[config.mk]
export PLATFORM = sky130hd
export DESIGN_NAME = ro_edge_counter
export DESIGN_NICKNAME = d
export VERILOG_FILES = /design/src/rtl/ro_edge_counter.sv
export SDC_FILE = /design/constraint.sdc
export NUM_CORES = 1
export LEC_CHECK = 0
export BUFFER_PORTS_ARGS = -buffer_cell sky130_fd_sc_hd__buf_2
export CAP_MARGIN = 20
export CORE_ASPECT_RATIO = 0.5
export CORE_MARGIN = 2
export CORE_UTILIZATION = 45
export DETAILED_ROUTE_END_ITERATION = 8
export SLEW_MARGIN = 20
export SYNTH_ARGS = -nofsm -noshare
export SYNTH_HDL_FRONTEND = slang
export SYNTH_SLANG_ARGS = --single-unit
[constraint.sdc]
create_clock -name clk -period 2.3 [get_ports clk]
set_clock_uncertainty 0.2 [all_clocks]
set_input_delay 0.23 -clock clk [delete_from_list [all_inputs] [get_ports clk]]
set_output_delay 0.23 -clock clk [all_outputs]
set_load 0.005 [all_outputs]
[src/rtl/ro_edge_counter.sv]
// Ring-oscillator edge counter: counts synchronised rising edges per measurement window and
// streams each window's count MSB-first as bytes over a valid/ready handshake.
module ro_edge_counter #(
    parameter int CNT_W       = 32,
    parameter int SYNC_STAGES = 2
) (
    input  logic       clk,
    input  logic       rst,
    input  logic       ro_in,
    input  logic       window_done,
    output logic [7:0] tx_data,
    output logic       tx_valid,
    input  logic       tx_ready,
    output logic       busy,
    output logic       frame_drop
);
    // state | meaning
    // IDLE  | no frame in flight, waiting for window_done
    // SEND  | presenting the top byte of shift_q with tx_valid high

    localparam int NBYTES = CNT_W / 8;
    localparam int IDX_W  = (NBYTES > 1) ? $clog2(NBYTES) : 1;
    localparam logic [IDX_W-1:0] LAST_IDX = IDX_W'(NBYTES - 1);

    typedef enum logic {
        IDLE = 1'b0,
        SEND = 1'b1
    } state_t;

    logic [SYNC_STAGES-1:0] sync_q;
    logic                   hist_q;
    logic                   ro_edge;
    logic [CNT_W-1:0]       cnt_q, cnt_d, cnt_inc;

    state_t                 state_q, state_d;
    logic [CNT_W-1:0]       shift_q, shift_d;
    logic [IDX_W-1:0]       idx_q, idx_d;
    logic                   drop_q, drop_d;
    logic                   xfer, last_xfer;

    always_ff @(posedge clk or posedge rst) begin
        if (rst) begin
            sync_q <= '0;
            hist_q <= 1'b0;
        end else begin
            sync_q <= {sync_q[SYNC_STAGES-2:0], ro_in};
            hist_q <= sync_q[SYNC_STAGES-1];
        end
    end

    assign ro_edge = sync_q[SYNC_STAGES-1] & ~hist_q;

    // cnt_inc doubles as the snapshot: an edge in the window_done cycle closes into this window.
    always_comb begin
        cnt_inc = (&cnt_q) ? cnt_q : cnt_q + {{(CNT_W-1){1'b0}}, ro_edge};
        cnt_d   = window_done ? '0 : cnt_inc;
    end

    always_ff @(posedge clk or posedge rst) begin
        if (rst) begin
            cnt_q <= '0;
        end else begin
            cnt_q <= cnt_d;
        end
    end

    assign xfer      = (state_q == SEND) && tx_ready;
    assign last_xfer = xfer && (idx_q == LAST_IDX);

    always_ff @(posedge clk or posedge rst) begin
        if (rst) begin
            state_q <= IDLE;
            shift_q <= '0;
            idx_q   <= '0;
            drop_q  <= 1'b0;
        end else begin
            state_q <= state_d;
            shift_q <= shift_d;
            idx_q   <= idx_d;
            drop_q  <= drop_d;
        end
    end

    always_comb begin
        state_d = state_q;
        shift_d = shift_q;
        idx_d   = idx_q;
        drop_d  = 1'b0;
        case (state_q)
            IDLE: begin
                if (window_done) begin
                    state_d = SEND;
                    shift_d = cnt_inc;
                    idx_d   = '0;
                end
            end
            SEND: begin
                if (last_xfer) begin
                    // A window closing exactly on the final handshake chains straight into a new frame.
                    if (window_done) begin
                        shift_d = cnt_inc;
                    end else begin
                        state_d = IDLE;
                        shift_d = shift_q << 8;
                    end
                    idx_d = '0;
                end else begin
                    if (xfer) begin
                        shift_d = shift_q << 8;
                        idx_d   = idx_q + IDX_W'(1);
                    end
                    drop_d = window_done;
                end
            end
            default: state_d = IDLE;
        endcase
    end

    always_comb begin
        tx_valid   = (state_q == SEND);
        busy       = (state_q == SEND);
        tx_data    = (state_q == SEND) ? shift_q[CNT_W-1 -: 8] : 8'h00;
        frame_drop = drop_q;
    end

endmodule
* Yosys cells after proc, flatten, opt, wreduce, memory -nomap -nowiden
Index checks and enable logic that the tools add are counted.
Word-level totals: bits in registers 71, input port bits 5, output and inout bits 11, logic and storage cells 36
Operators by class: add/sub/neg operators 2, equal/unequal tests 3, muxes and demuxes 17, bitwise gates (word level) 3, reduce and logical (&&, ||, !) cells 4
Operators by type and width (number):
- 2-to-1 mux 32 bit | 6
- one-hot mux 32 bit (2 select lines) | 1
- adder 32 x 1 -> 32 bit | 1
- AND reduction 32 bit | 1
- 2-to-1 mux 8 bit | 1
- 2-to-1 mux 2 bit | 3
- 2-to-1 mux 1 bit | 4
- one-hot mux 2 bit (2 select lines) | 1
- != test 3 x 1 -> 1 bit (second input constant) | 1
- adder 2 x 1 -> 2 bit (second input constant) | 1
- == test 2 bit (second input constant) | 1
- logical AND 1 bit | 2
- != test 2 bit (second input constant) | 1
- NOT 1 bit | 2
- one-hot mux 1 bit (2 select lines) | 1
- AND reduction 2 bit | 1
- AND 1 bit | 1

* Longest topological paths before layout
Gate-level depths: netlist (run 1).
depth after elaboration 7, gate-level depth with buffers 7, gate-level depth less buffers 7

* Worst setup path after synthesis (run 1)
No wires, ideal clock.
kind register to register, start point reg cnt_q[8], end point reg shift_q[14], library setup time 139 ps, arrival time 1622 ps, data required time 1961 ps, slack 338 ps, cell stages (with the launch flop) 8, buffers on the path 1, clock period less this slack 1962 ps, cells stage by stage dfrtp_1 nand4_2 nor4_4 nand4b_1 buf_2 nand2_1 xor2_1 o221ai_1
Between the ends: longest elaborated chain between the ends 5, elaborated cells on any way between the ends 7, those cells by class add/sub: 1; mux: 5; reduce/logical: 1
RTL lines:
- start: declaration | RTL line 33 | logic [CNT_W-1:0] cnt_q, cnt_d, cnt_inc;
- start signal: assignment | RTL line 63 | cnt_q <= cnt_d;
- adder 32 x 1 -> 32 bit / AND reduction 32 bit (equally long branches) | RTL line 55 | cnt_inc = (&cnt_q) ? cnt_q : cnt_q + {{(CNT_W-1){1'b0}}, ro_edge};
- 2-to-1 mux 32 bit (*) | RTL line 55
- 2-to-1 mux 32 bit | RTL line 100 | if (window_done) begin
- 2-to-1 mux 32 bit | RTL line 98 | if (last_xfer) begin
- one-hot mux 32 bit (2 select lines) (*) | RTL line 89 | case (state_q)
- end signal: assignment | RTL line 78 | shift_q <= shift_d;
- end: declaration | RTL line 36 | logic [CNT_W-1:0] shift_q, shift_d;
Mark *: on every way between the ends. The rest lies on a longest branch, timed or not. The select of a mux whose other input is x is not followed. A chain may end at the register's enable or synchronous reset.

* Worst setup path after layout (run 1)
start point reg cnt_q[29], end point reg shift_q[24]
Between the ends: longest elaborated chain between the ends 5, elaborated cells on any way between the ends 6, those cells by class mux: 5; reduce/logical: 1
RTL lines (RTL line):
- AND reduction 32 bit (*) | 55
- 2-to-1 mux 32 bit (*) | 55
- 2-to-1 mux 32 bit | 100
- 2-to-1 mux 32 bit | 98
- one-hot mux 32 bit (2 select lines) (*) | 89
Marked as above.

==> flow_summary.html, run 1 <==
<table>
<tr><th>Metric</th><th>Value</th></tr>
<tr><th colspan="2">Outcome</th></tr>
<tr><td>Run status</td><td>finished, final reports clean</td></tr>
<tr><th colspan="2">Synthesis</th></tr>
<tr><td>Count of unique library cells instantiated by Yosys</td><td>44</td></tr>
<tr><td>Cell type with the largest total area after synthesis</td><td>dfrtp_1</td></tr>
<tr><td>Post-Synthesis Net Count</td><td>370</td></tr>
<tr><td>Post-Synthesis Cell Area</td><td>around 0.0034 sq mm</td></tr>
<tr><td>Share of synthesized flip-flops with an asynchronous set or reset</td><td>between 90% and 100%</td></tr>
<tr><td>Syn Area/Cell</td><td>~9.5 sq um</td></tr>
<tr><td>Warnings from Yosys</td><td>0</td></tr>
<tr><td>Number of flops mapped to enable cells by yosys</td><td>0</td></tr>
<tr><td>Flip-flop and latch count after synthesis</td><td>71</td></tr>
<tr><td>Sequential cell area fraction in the yosys report</td><td>51.84%</td></tr>
<tr><td>Synth top area share</td><td>51.84%</td></tr>
<tr><td>Post-synthesis cell count</td><td>362</td></tr>
<tr><td>Predominant post-synthesis flop cell</td><td>dfrtp_1</td></tr>
<tr><td>Synth top area cells</td><td>dfrtp_1 52%, xor2_1 6.1%, nor2_1 6.0%, nand3_1 3.8%, nand2_1 3.4%</td></tr>
<tr><th colspan="2">Power and ir drop</th></tr>
<tr><td>Static power due to leakage</td><td>0.001814 uW</td></tr>
<tr><td>Cell area power density</td><td>830.9 mW/mm^2</td></tr>
<tr><td>Worst IR drop on VDD</td><td>0.3414 mV</td></tr>
<tr><td>Total Power Consumption</td><td>3382 uW</td></tr>
<tr><th colspan="2">Min path</th></tr>
<tr><td>Class of the most critical hold timing path</td><td>primary input to register</td></tr>
<tr><td>Cells on Worst Hold Path</td><td>2</td></tr>
<tr><td>Hold worst-path end</td><td>busy$_DFF_PP0_</td></tr>
<tr><td>Critical hold path startpoint</td><td>window_done</td></tr>
<tr><th colspan="2">Route</th></tr>
<tr><td>DRT antenna net count</td><td>0</td></tr>
<tr><td>Initial drt markers</td><td>269</td></tr>
<tr><td>Average wire length per cell after detail routing</td><td>approximately 18 um</td></tr>
<tr><td>Drt via density</td><td>5.732</td></tr>
<tr><td>Routed Wire Length</td><td>8.660 mm</td></tr>
<tr><td>Router iterations before antenna repair</td><td>5</td></tr>
<tr><td>Via count</td><td>2826</td></tr>
<tr><td>DRC violation count after routing</td><td>0</td></tr>
<tr><th colspan="2">Worst setup path</th></tr>
<tr><td>Highest cell delay on the worst timing path</td><td>0.43 ns</td></tr>
<tr><td>Critical Path Source Type</td><td>register</td></tr>
<tr><td>WS Path Type</td><td>register to register</td></tr>
<tr><td>R2R setup slack</td><td>0.05 ns</td></tr>
<tr><td>Source of the critical timing path</td><td>cnt_q[29]$_DFF_PP0_</td></tr>
<tr><td>Largest fanout on the critical path</td><td>3</td></tr>
<tr><td>Depth of the worst register-to-register path</td><td>6</td></tr>
<tr><td>Slowest library cell on the worst path</td><td>or3_1</td></tr>
<tr><td>Endpoint of the most critical register-to-register path</td><td>shift_q[24]$_DFFE_PP0P_</td></tr>
<tr><td>Cell-by-cell trace of the critical path</td><td>nand4_1, or3_1, o2111ai_1, xor2_1, a21oi_1, a21o_1</td></tr>
<tr><td>CP Data Required Time</td><td>2.33 ns</td></tr>
<tr><td>Endpoint arrival time on the critical path</td><td>2.27 ns</td></tr>
<tr><td>Launch point of the worst reg-to-reg path</td><td>cnt_q[29]$_DFF_PP0_</td></tr>
<tr><td>Kind of capture point of the worst setup path</td><td>register</td></tr>
<tr><th colspan="2">Final layout</th></tr>
<tr><td>Final cell count without fillers</td><td>493</td></tr>
<tr><td>Layout cell share with drive strength beyond 1</td><td>16.12%</td></tr>
<tr><td>Net count of the finished layout</td><td>402</td></tr>
<tr><td>Storage cell area</td><td>0.001778 sq mm</td></tr>
<tr><td>Final std cell area, no fill</td><td>0.004070 sq mm</td></tr>
<tr><td>Area growth from synthesis to layout</td><td>18.77%</td></tr>
<tr><td>Util after Layout</td><td>55.38%</td></tr>
<tr><td>Fillers</td><td>675</td></tr>
<tr><td>ANT cells</td><td>0</td></tr>
<tr><td>Area of the multi-input gates</td><td>0.001599 sq mm</td></tr>
<tr><th colspan="2">Timing</th></tr>
<tr><td>Post-route worst setup slack</td><td>0.05450 ns</td></tr>
<tr><td>Max frequency</td><td>0.4453 GHz</td></tr>
<tr><td>Worst-case headroom to the max-slew limit</td><td>between 60% and 70%</td></tr>
<tr><td>Final-report hold violation count</td><td>0</td></tr>
<tr><td>Slew at the pin with the worst max-slew slack</td><td>0.5898 ns</td></tr>
<tr><td>Portion of the clock cycle consumed by the worst path in the final layout</td><td>97.63%</td></tr>
<tr><td>Final critical delay including setup and external delays</td><td>2.246 ns</td></tr>
<tr><td>Setup repair after global routing missed its margin</td><td>true</td></tr>
<tr><td>Final slew viol count</td><td>0</td></tr>
<tr><td>Final setup viols</td><td>0</td></tr>
<tr><th colspan="2">Clocking</th></tr>
<tr><td>Clock root cell</td><td>clkbuf_16</td></tr>
<tr><td>CTS HTree Levels</td><td>3</td></tr>
<tr><td>Clock tree buffer depth</td><td>2</td></tr>
<tr><td>Clock-pin slew of the registers on the worst-case setup and hold paths</td><td>approximately 0.050 ns</td></tr>
<tr><td>Total clock buffers created by CTS</td><td>9</td></tr>
<tr><td>TritonCTS clock tree</td><td>built</td></tr>
<tr><td>Clock network latency to the later pin of the worst-skew pair</td><td>0.33 ns</td></tr>
<tr><td>Number of clock sinks</td><td>between 70 and 80</td></tr>
<tr><th colspan="2">Placed design</th></tr>
<tr><td>Setup WS pre-CTS</td><td>-0.08732 ns</td></tr>
<tr><td>Inst Count DP</td><td>475</td></tr>
<tr><td>Buffers on Ports</td><td>15</td></tr>
<tr><td>Placer Congestion</td><td>0.9499</td></tr>
<tr><td>Cell area reported after detailed placement</td><td>0.003727 sq mm</td></tr>
<tr><td>Final HPWL DP</td><td>slightly above 6 mm</td></tr>
<tr><th colspan="2">Global route</th></tr>
<tr><td>Largest net degree at the start of global routing</td><td>28</td></tr>
<tr><td>Overall global routing resource usage</td><td>a little under a quarter</td></tr>
<tr><td>Wire length of the first global-routing pass</td><td>~15 mm</td></tr>
<tr><td>Via count of the first global-routing pass</td><td>2791</td></tr>
<tr><td>Remaining global-route overflow</td><td>0</td></tr>
<tr><td>Initial antenna violation count</td><td>0</td></tr>
<tr><th colspan="2">Floorplanning</th></tr>
<tr><td>Num ports</td><td>16</td></tr>
<tr><td>Die span in x</td><td>127.4 um</td></tr>
<tr><td>Number of placement rows</td><td>22</td></tr>
<tr><td>Placeable core region</td><td>0.007350 sq mm</td></tr>
<tr><td>DIE AREA</td><td>0.008372 sq mm</td></tr>
<tr><td>Initial core utilization</td><td>approximately 47%</td></tr>
<tr><td>Die height</td><td>65.71 um</td></tr>
<tr><th colspan="2">Flow run</th></tr>
<tr><td>MaxCap Viol Count</td><td>0</td></tr>
</table>
[layer usage]
metal	wire (um)	up-vias	global-route usage (%)
met5	0	-	0
met4	119	0	6.044
met3	534	11	6.189
met2	3775	78	35.56
met1	4230	1406	32.76
li1	-	1331	-
[stage by stage]
| stage | TNS (ns) | hold WS (ns) |
|---|---|---|
| 5_1_grt | -0.1407 | 0.05216 |
| 2_1_floorplan | 0 | 0.06143 |
| 3_3_place_gp | -0.08431 | 0.1110 |
| 4_1_cts | 0 | 0.03393 |
| 3_5_place_dp | -0.08732 | 0.1259 |
| 6_report | 0 | 0.04793 |
[layout by cell type (no fill, tap or decap), drive strengths merged, types with 5 or more instances in the layout]
cell type / instances
o21ai: 22
clkbuf: 13
nand2: 31
nor3: 6
xor2: 24
nand3: 26
o22ai: 13
a21oi: 18
buf: 37
inv: 6
and3: 5
nand4: 10
and2: 10
nor2b: 5
nor2: 55
dfrtp: 71
[flip-flops by register name, indices dropped and copies added (netlist names)]
register	cells
busy	1
shift_q	32
idx_q	2
hist_q	1
cnt_q	32
sync_q	2
frame_drop	1
[repair_timing]
| item | in CTS | in global routing |
|---|---|---|
| resized for setup | 2 | 8 |
| endpoints found under the setup margin | 1 | 47 |
| pin swaps | 1 | 2 |
| buffers inserted | 1 | 1 |
| endpoints found under the hold margin | 23 | 0 |
| hold buffers | 2 | 0 |
[cells in the mapped netlist (2+ instances only)]
cell / number
dfrtp_1: 71
nor2_1: 55
nand2_1: 31
nand3_1: 26
xor2_1: 24
o21ai_0: 21
a21oi_1: 18
clkbuf_1: 14
o22ai_1: 13
and2_1: 10
nand4_1: 9
inv_1: 6
nor3_1: 6
and3_1: 5
nor2b_1: 5
a22oi_1: 4
xnor2_1: 4
a31oi_1: 3
and4_1: 3
ha_1: 3
mux2i_1: 3
a21o_1: 2
buf_2: 2
nand4b_1: 2
o2111ai_1: 2
o221ai_1: 2
[where the power goes]
| group | leakage (uW) | internal (uW) | switching (uW) |
|---|---|---|---|
| Combinational | 0.000739 | 255 | 372 |
| Clock | 0.000132 | 775 | 487 |
| Sequential | 0.000944 | 1400 | 96.8 |
| Total | 0.00181 | 2430 | 955 |
[kinds of logic (layout without fill, tap and decap cells)]
logic type | after synthesis | in the layout | synth area share, %
AND/OR/NAND/NOR | 160 | 160 | 23.37
AO/OA/AOI/OAI | 72 | 72 | 12.52
flip-flops | 71 | 71 | 51.84
XOR/XNOR | 28 | 28 | 7.156
buffers and inverters | 24 | 59 | 2.811
multiplexers | 4 | 4 | 1.205
adder cells (fa/ha/maj) | 3 | 3 | 1.095
[critical path, delay by kind of cell (launching register included)]
family          cells  cell delay (ns)
compound gates      3             0.62
simple gates        2             0.62
xor+xnor            1             0.30
flops               1             0.39
[layout make-up]
type | instances | area share (%)
inverters | 6 | 0.5533
flip-flops and latches | 71 | 43.68
clock inverters | 1 | 0.1230
repair buffers | 39 | 7.009
well taps | 96 | 2.951
multi-input cells | 267 | 39.29
clock buffers | 13 | 6.394
[worst max-delay path by stage]
stage                                          to  slack (ns)
after floorplan                    busy$_DFF_PP0_        0.07
after global placement    shift_q[11]$_DFFE_PP0P_       -0.08
after detailed placement  shift_q[11]$_DFFE_PP0P_       -0.09
after CTS                  shift_q[2]$_DFFE_PP0P_        0.04
after global routing      shift_q[29]$_DFFE_PP0P_       -0.05
final                     shift_q[24]$_DFFE_PP0P_        0.05
Power figures use the tool's default switching activity.
==> run 2, diff against run 1 <==
--- a/config.mk
+++ b/config.mk
@@ -7,10 +7,13 @@
 export LEC_CHECK = 0
 export BUFFER_PORTS_ARGS = -buffer_cell sky130_fd_sc_hd__buf_2
 export CAP_MARGIN = 20
+export CELL_PAD_IN_SITES_DETAIL_PLACEMENT = 0
+export CELL_PAD_IN_SITES_GLOBAL_PLACEMENT = 1
 export CORE_ASPECT_RATIO = 0.5
 export CORE_MARGIN = 2
-export CORE_UTILIZATION = 45
+export CORE_UTILIZATION = 43
 export DETAILED_ROUTE_END_ITERATION = 8
+export PLACE_DENSITY_LB_ADDON = 0.1
 export SLEW_MARGIN = 20
 export SYNTH_ARGS = -nofsm -noshare
 export SYNTH_HDL_FRONTEND = slang
==> run 2 against run 1 <==
  * Global-route usage up 0.51 points
  * Die area is 4.4% higher
  * Combinational power grew 5.1%
  * First-iteration DRC count shrank 28%
  * Sequential cell count did not move
  * Final area grew 2.9%
  * Maximum frequency up 0.52%
  * Critical endpoint is now shift_q[31]$_DFFE_PP0P_
==> flow_summary.html, run 2 (same netlist as run 1, synthesis figures left out) <==
<table>
<tr><th>Metric</th><th>Value</th></tr>
<tr><th colspan="2">Final layout</th></tr>
<tr><td>Area growth from synthesis to layout</td><td>22.23%</td></tr>
<tr><td>Most common library cell in the layout ignoring fill and taps</td><td>dfrtp_1</td></tr>
<tr><td>Net count of the finished layout</td><td>402 (unchanged)</td></tr>
<tr><td>ANT cells</td><td>0 (unchanged)</td></tr>
<tr><td>Final std cell area, no fill</td><td>0.004189 sq mm (+2.9%)</td></tr>
<tr><td>Most frequent cells in the layout</td><td>70 x dfrtp_1, 55 x nor2_1, 31 x nand2_1</td></tr>
<tr><td>Util after Layout</td><td>55.74% (+0.36 points)</td></tr>
<tr><td>Biggest regs</td><td>cnt_q: 32 flops, shift_q: 32 flops</td></tr>
<tr><td>Layout cell share with drive strength beyond 1</td><td>18.84% (+2.7 points)</td></tr>
<tr><th colspan="2">Power and ir drop</th></tr>
<tr><td>Static power due to leakage</td><td>0.001854 uW (+2.2%)</td></tr>
<tr><td>Worst IR drop on VDD</td><td>0.3700 mV (+8.4%)</td></tr>
<tr><td>Portion of total power attributed to sequential cells</td><td>41.2% (-3.0 points)</td></tr>
<tr><td>Total Power Consumption</td><td>3619 uW (+7.0%)</td></tr>
<tr><td>Clk network pwr share</td><td>40.6% (+3.3 points)</td></tr>
<tr><td>Internal Dissipation</td><td>2632 uW (+8.4%)</td></tr>
<tr><td>Cell area power density</td><td>864.0 mW/mm^2 (+4.0%)</td></tr>
<tr><td>Net Sw Power</td><td>987.4 uW (+3.4%)</td></tr>
<tr><td>Proportion of power drawn by combinational gates</td><td>18.2% (-0.3 points)</td></tr>
<tr><td>Sw frac</td><td>27.28% (-0.95 points)</td></tr>
<tr><th colspan="2">Global route</th></tr>
<tr><td>Wire length of the first global-routing pass</td><td>14.91 mm (+2.6%)</td></tr>
<tr><td>Overall global routing resource usage</td><td>23.67% (+0.51 points)</td></tr>
<tr><td>Initial antenna violation count</td><td>0 (unchanged)</td></tr>
<tr><td>Largest net degree at the start of global routing</td><td>36 (+29%)</td></tr>
<tr><td>Via count of the first global-routing pass</td><td>2843 (+1.9%)</td></tr>
<tr><td>Remaining global-route overflow</td><td>0 (unchanged)</td></tr>
<tr><th colspan="2">Route</th></tr>
<tr><td>Via count</td><td>2876 (+1.8%)</td></tr>
<tr><td>Routed Wire Length</td><td>9.311 mm (+7.5%)</td></tr>
<tr><td>Initial drt markers</td><td>194 (-28%)</td></tr>
<tr><td>Router iterations before antenna repair</td><td>5 (unchanged)</td></tr>
<tr><td>DRT antenna net count</td><td>0 (unchanged)</td></tr>
<tr><td>DRC violation count after routing</td><td>0 (unchanged)</td></tr>
<tr><td>Drt via density</td><td>5.684 (-0.85%)</td></tr>
<tr><td>Average wire length per cell after detail routing</td><td>18.40 um (+4.8%)</td></tr>
<tr><th colspan="2">Worst setup path</th></tr>
<tr><td>R2R setup slack</td><td>0.07 ns (about the same)</td></tr>
<tr><td>WS Path Type</td><td>register to register</td></tr>
<tr><td>Kind of capture point of the worst setup path</td><td>register</td></tr>
<tr><td>Source of the critical timing path</td><td>cnt_q[4]$_DFF_PP0_</td></tr>
<tr><td>Depth of the worst register-to-register path</td><td>7 (+1)</td></tr>
<tr><td>End point of the critical path</td><td>shift_q[31]$_DFFE_PP0P_</td></tr>
<tr><td>Largest fanout on the critical path</td><td>6 (+3)</td></tr>
<tr><td>Endpoint of the most critical register-to-register path</td><td>shift_q[31]$_DFFE_PP0P_</td></tr>
<tr><td>Critical Path Source Type</td><td>register</td></tr>
<tr><td>Launch point of the worst reg-to-reg path</td><td>cnt_q[4]$_DFF_PP0_</td></tr>
<tr><td>Endpoint arrival time on the critical path</td><td>2.24 ns (-0.03 ns)</td></tr>
<tr><td>CP Data Required Time</td><td>2.31 ns (-0.02 ns)</td></tr>
<tr><th colspan="2">Floorplanning</th></tr>
<tr><td>Number of placement rows</td><td>22 (unchanged)</td></tr>
<tr><td>DIE AREA</td><td>0.008743 sq mm (+4.4%)</td></tr>
<tr><td>Initial core utilization</td><td>45.60% (-1.0 points)</td></tr>
<tr><td>Die height</td><td>67.13 um (+2.2%)</td></tr>
<tr><td>Placeable core region</td><td>0.007515 sq mm (+2.2%)</td></tr>
<tr><td>Num ports</td><td>16 (unchanged)</td></tr>
<tr><td>Die span in x</td><td>130.3 um (+2.2%)</td></tr>
<tr><th colspan="2">Clocking</th></tr>
<tr><td>Clock-pin slew of the registers on the worst-case setup and hold paths</td><td>0.06 ns (about the same)</td></tr>
<tr><td>CTS HTree Levels</td><td>3 (unchanged)</td></tr>
<tr><td>Total clock buffers created by CTS</td><td>9 (unchanged)</td></tr>
<tr><td>Clock tree buffer depth</td><td>2 (unchanged)</td></tr>
<tr><td>TritonCTS clock tree</td><td>built</td></tr>
<tr><td>Clock root cell</td><td>clkbuf_16</td></tr>
<tr><td>Clock network latency to the later pin of the worst-skew pair</td><td>0.33 ns (about the same)</td></tr>
<tr><td>Number of clock sinks</td><td>71 (unchanged)</td></tr>
<tr><th colspan="2">Placed design</th></tr>
<tr><td>Cell area reported after detailed placement</td><td>0.003735 sq mm (+0.20%)</td></tr>
<tr><td>Buffers on Ports</td><td>15 (unchanged)</td></tr>
<tr><td>Final HPWL DP</td><td>6.310 mm (+2.7%)</td></tr>
<tr><td>Placer Congestion</td><td>0.9054 (-4.7%)</td></tr>
<tr><th colspan="2">Timing</th></tr>
<tr><td>Final setup viols</td><td>0 (unchanged)</td></tr>
<tr><td>Portion of the clock cycle consumed by the worst path in the final layout</td><td>97.13% (-0.50 points)</td></tr>
<tr><td>Final-report hold violation count</td><td>0 (unchanged)</td></tr>
<tr><td>Final hold slack</td><td>0.01950 ns (-0.02843 ns)</td></tr>
<tr><td>Worst-case headroom to the max-slew limit</td><td>68.00% (+7.4 points)</td></tr>
<tr><td>Final critical delay including setup and external delays</td><td>2.234 ns (-0.01157 ns)</td></tr>
<tr><td>Slew at the pin with the worst max-slew slack</td><td>0.4782 ns (-0.1115 ns)</td></tr>
<tr><td>Max frequency</td><td>0.4476 GHz (+0.52%)</td></tr>
<tr><td>Setup repair after global routing missed its margin</td><td>true</td></tr>
<tr><td>Final slew viol count</td><td>0 (unchanged)</td></tr>
<tr><th colspan="2">Min path</th></tr>
<tr><td>Class of the most critical hold timing path</td><td>primary input to register</td></tr>
<tr><th colspan="2">Flow run</th></tr>
<tr><td>MaxCap Viol Count</td><td>0 (unchanged)</td></tr>
<tr><th colspan="2">Outcome</th></tr>
<tr><td>Run status</td><td>finished, final reports clean</td></tr>
</table>
run 2: cell types whose count changed in the layout (fill, tap and decap cells not counted), sizes merged:
cell,before,now
bufinv,0,2
clkbuf,13,11
clkinv,1,2
run 2: timing repair:
| action | 4_1_cts | 5_1_grt |
|---|---|---|
| hold buffers | 2 | 0 |
| buffers inserted | 0 | 3 |
| gates resized for setup | 0 | 19 |
| hold endpoints to repair | 18 | 0 |
| endpoints found under the setup margin | 0 | 40 |
run 2: layer usage:
| layer | up-vias | GRT usage (%) | wire [um] |
|---|---|---|---|
| met3 | 11 | 7.470 | 599 |
| met1 | 1429 | 33.37 | 4552 |
| met4 | 0 | 7.124 | 90 |
| li1 | 1332 | - | - |
| met2 | 104 | 35.08 | 4068 |
| met5 | - | 0 | 0 |
run 2: how the worst min path moves through the flow:
stage	start	end	slack (ns)	depth (start not counted)
6_report	window_done	busy$_DFF_PP0_	0.02	2
5_1_grt	window_done	busy$_DFF_PP0_	0.05	2
4_1_cts	window_done	busy$_DFF_PP0_	0.009	2
3_5_place_dp	rst	cnt_q[4]$_DFF_PP0_	0.06	2
3_3_place_gp	rst	cnt_q[4]$_DFF_PP0_	0.06	2
2_1_floorplan	ro_in	sync_q[0]$_DFF_PP0_	0.06	0
run 2: area by class of cell:
cell class / count / area [sq um]
clock buffers: 11 / 242.7
clock inverters: 4 / 70.07
fillers: 663 / 3326
inverters: 6 / 22.52
multi-input cells: 267 / 1655
flip-flops and latches: 71 / 1778
well taps: 108 / 135.1
repair buffers: 39 / 285.3
run 2: critical path, cell delays in order (launching register included):
cell	delay, ns
dfrtp_1	0.40
and4_1	0.32
nand4_1	0.12
buf_4	0.18
nor4b_4	0.37
nand4b_1	0.19
xor2_1	0.21
o22ai_1	0.10
run 2: power by group through the flow:
stage	Clock, uW	Sequential (uW)	Combinational, uW
6_report	1470	1490	659
3_3_place_gp	0	1510	640
2_1_floorplan	0	1480	413
4_1_cts	1490	1490	657
3_5_place_dp	0	1510	647
5_1_grt	1550	1510	741
run 2: per-stage QoR:
step / cells / TNS (ns) / worst slack, ns
after global placement: 486 / 0 / 0.03535
after global routing: 506 / -0.04792 / -0.01682
after floorplan: 362 / 0 / 0.07343
after detailed placement: 486 / 0 / 0.02548
after CTS: 503 / 0 / 0.007800
final: 506 / 0 / 0.06607
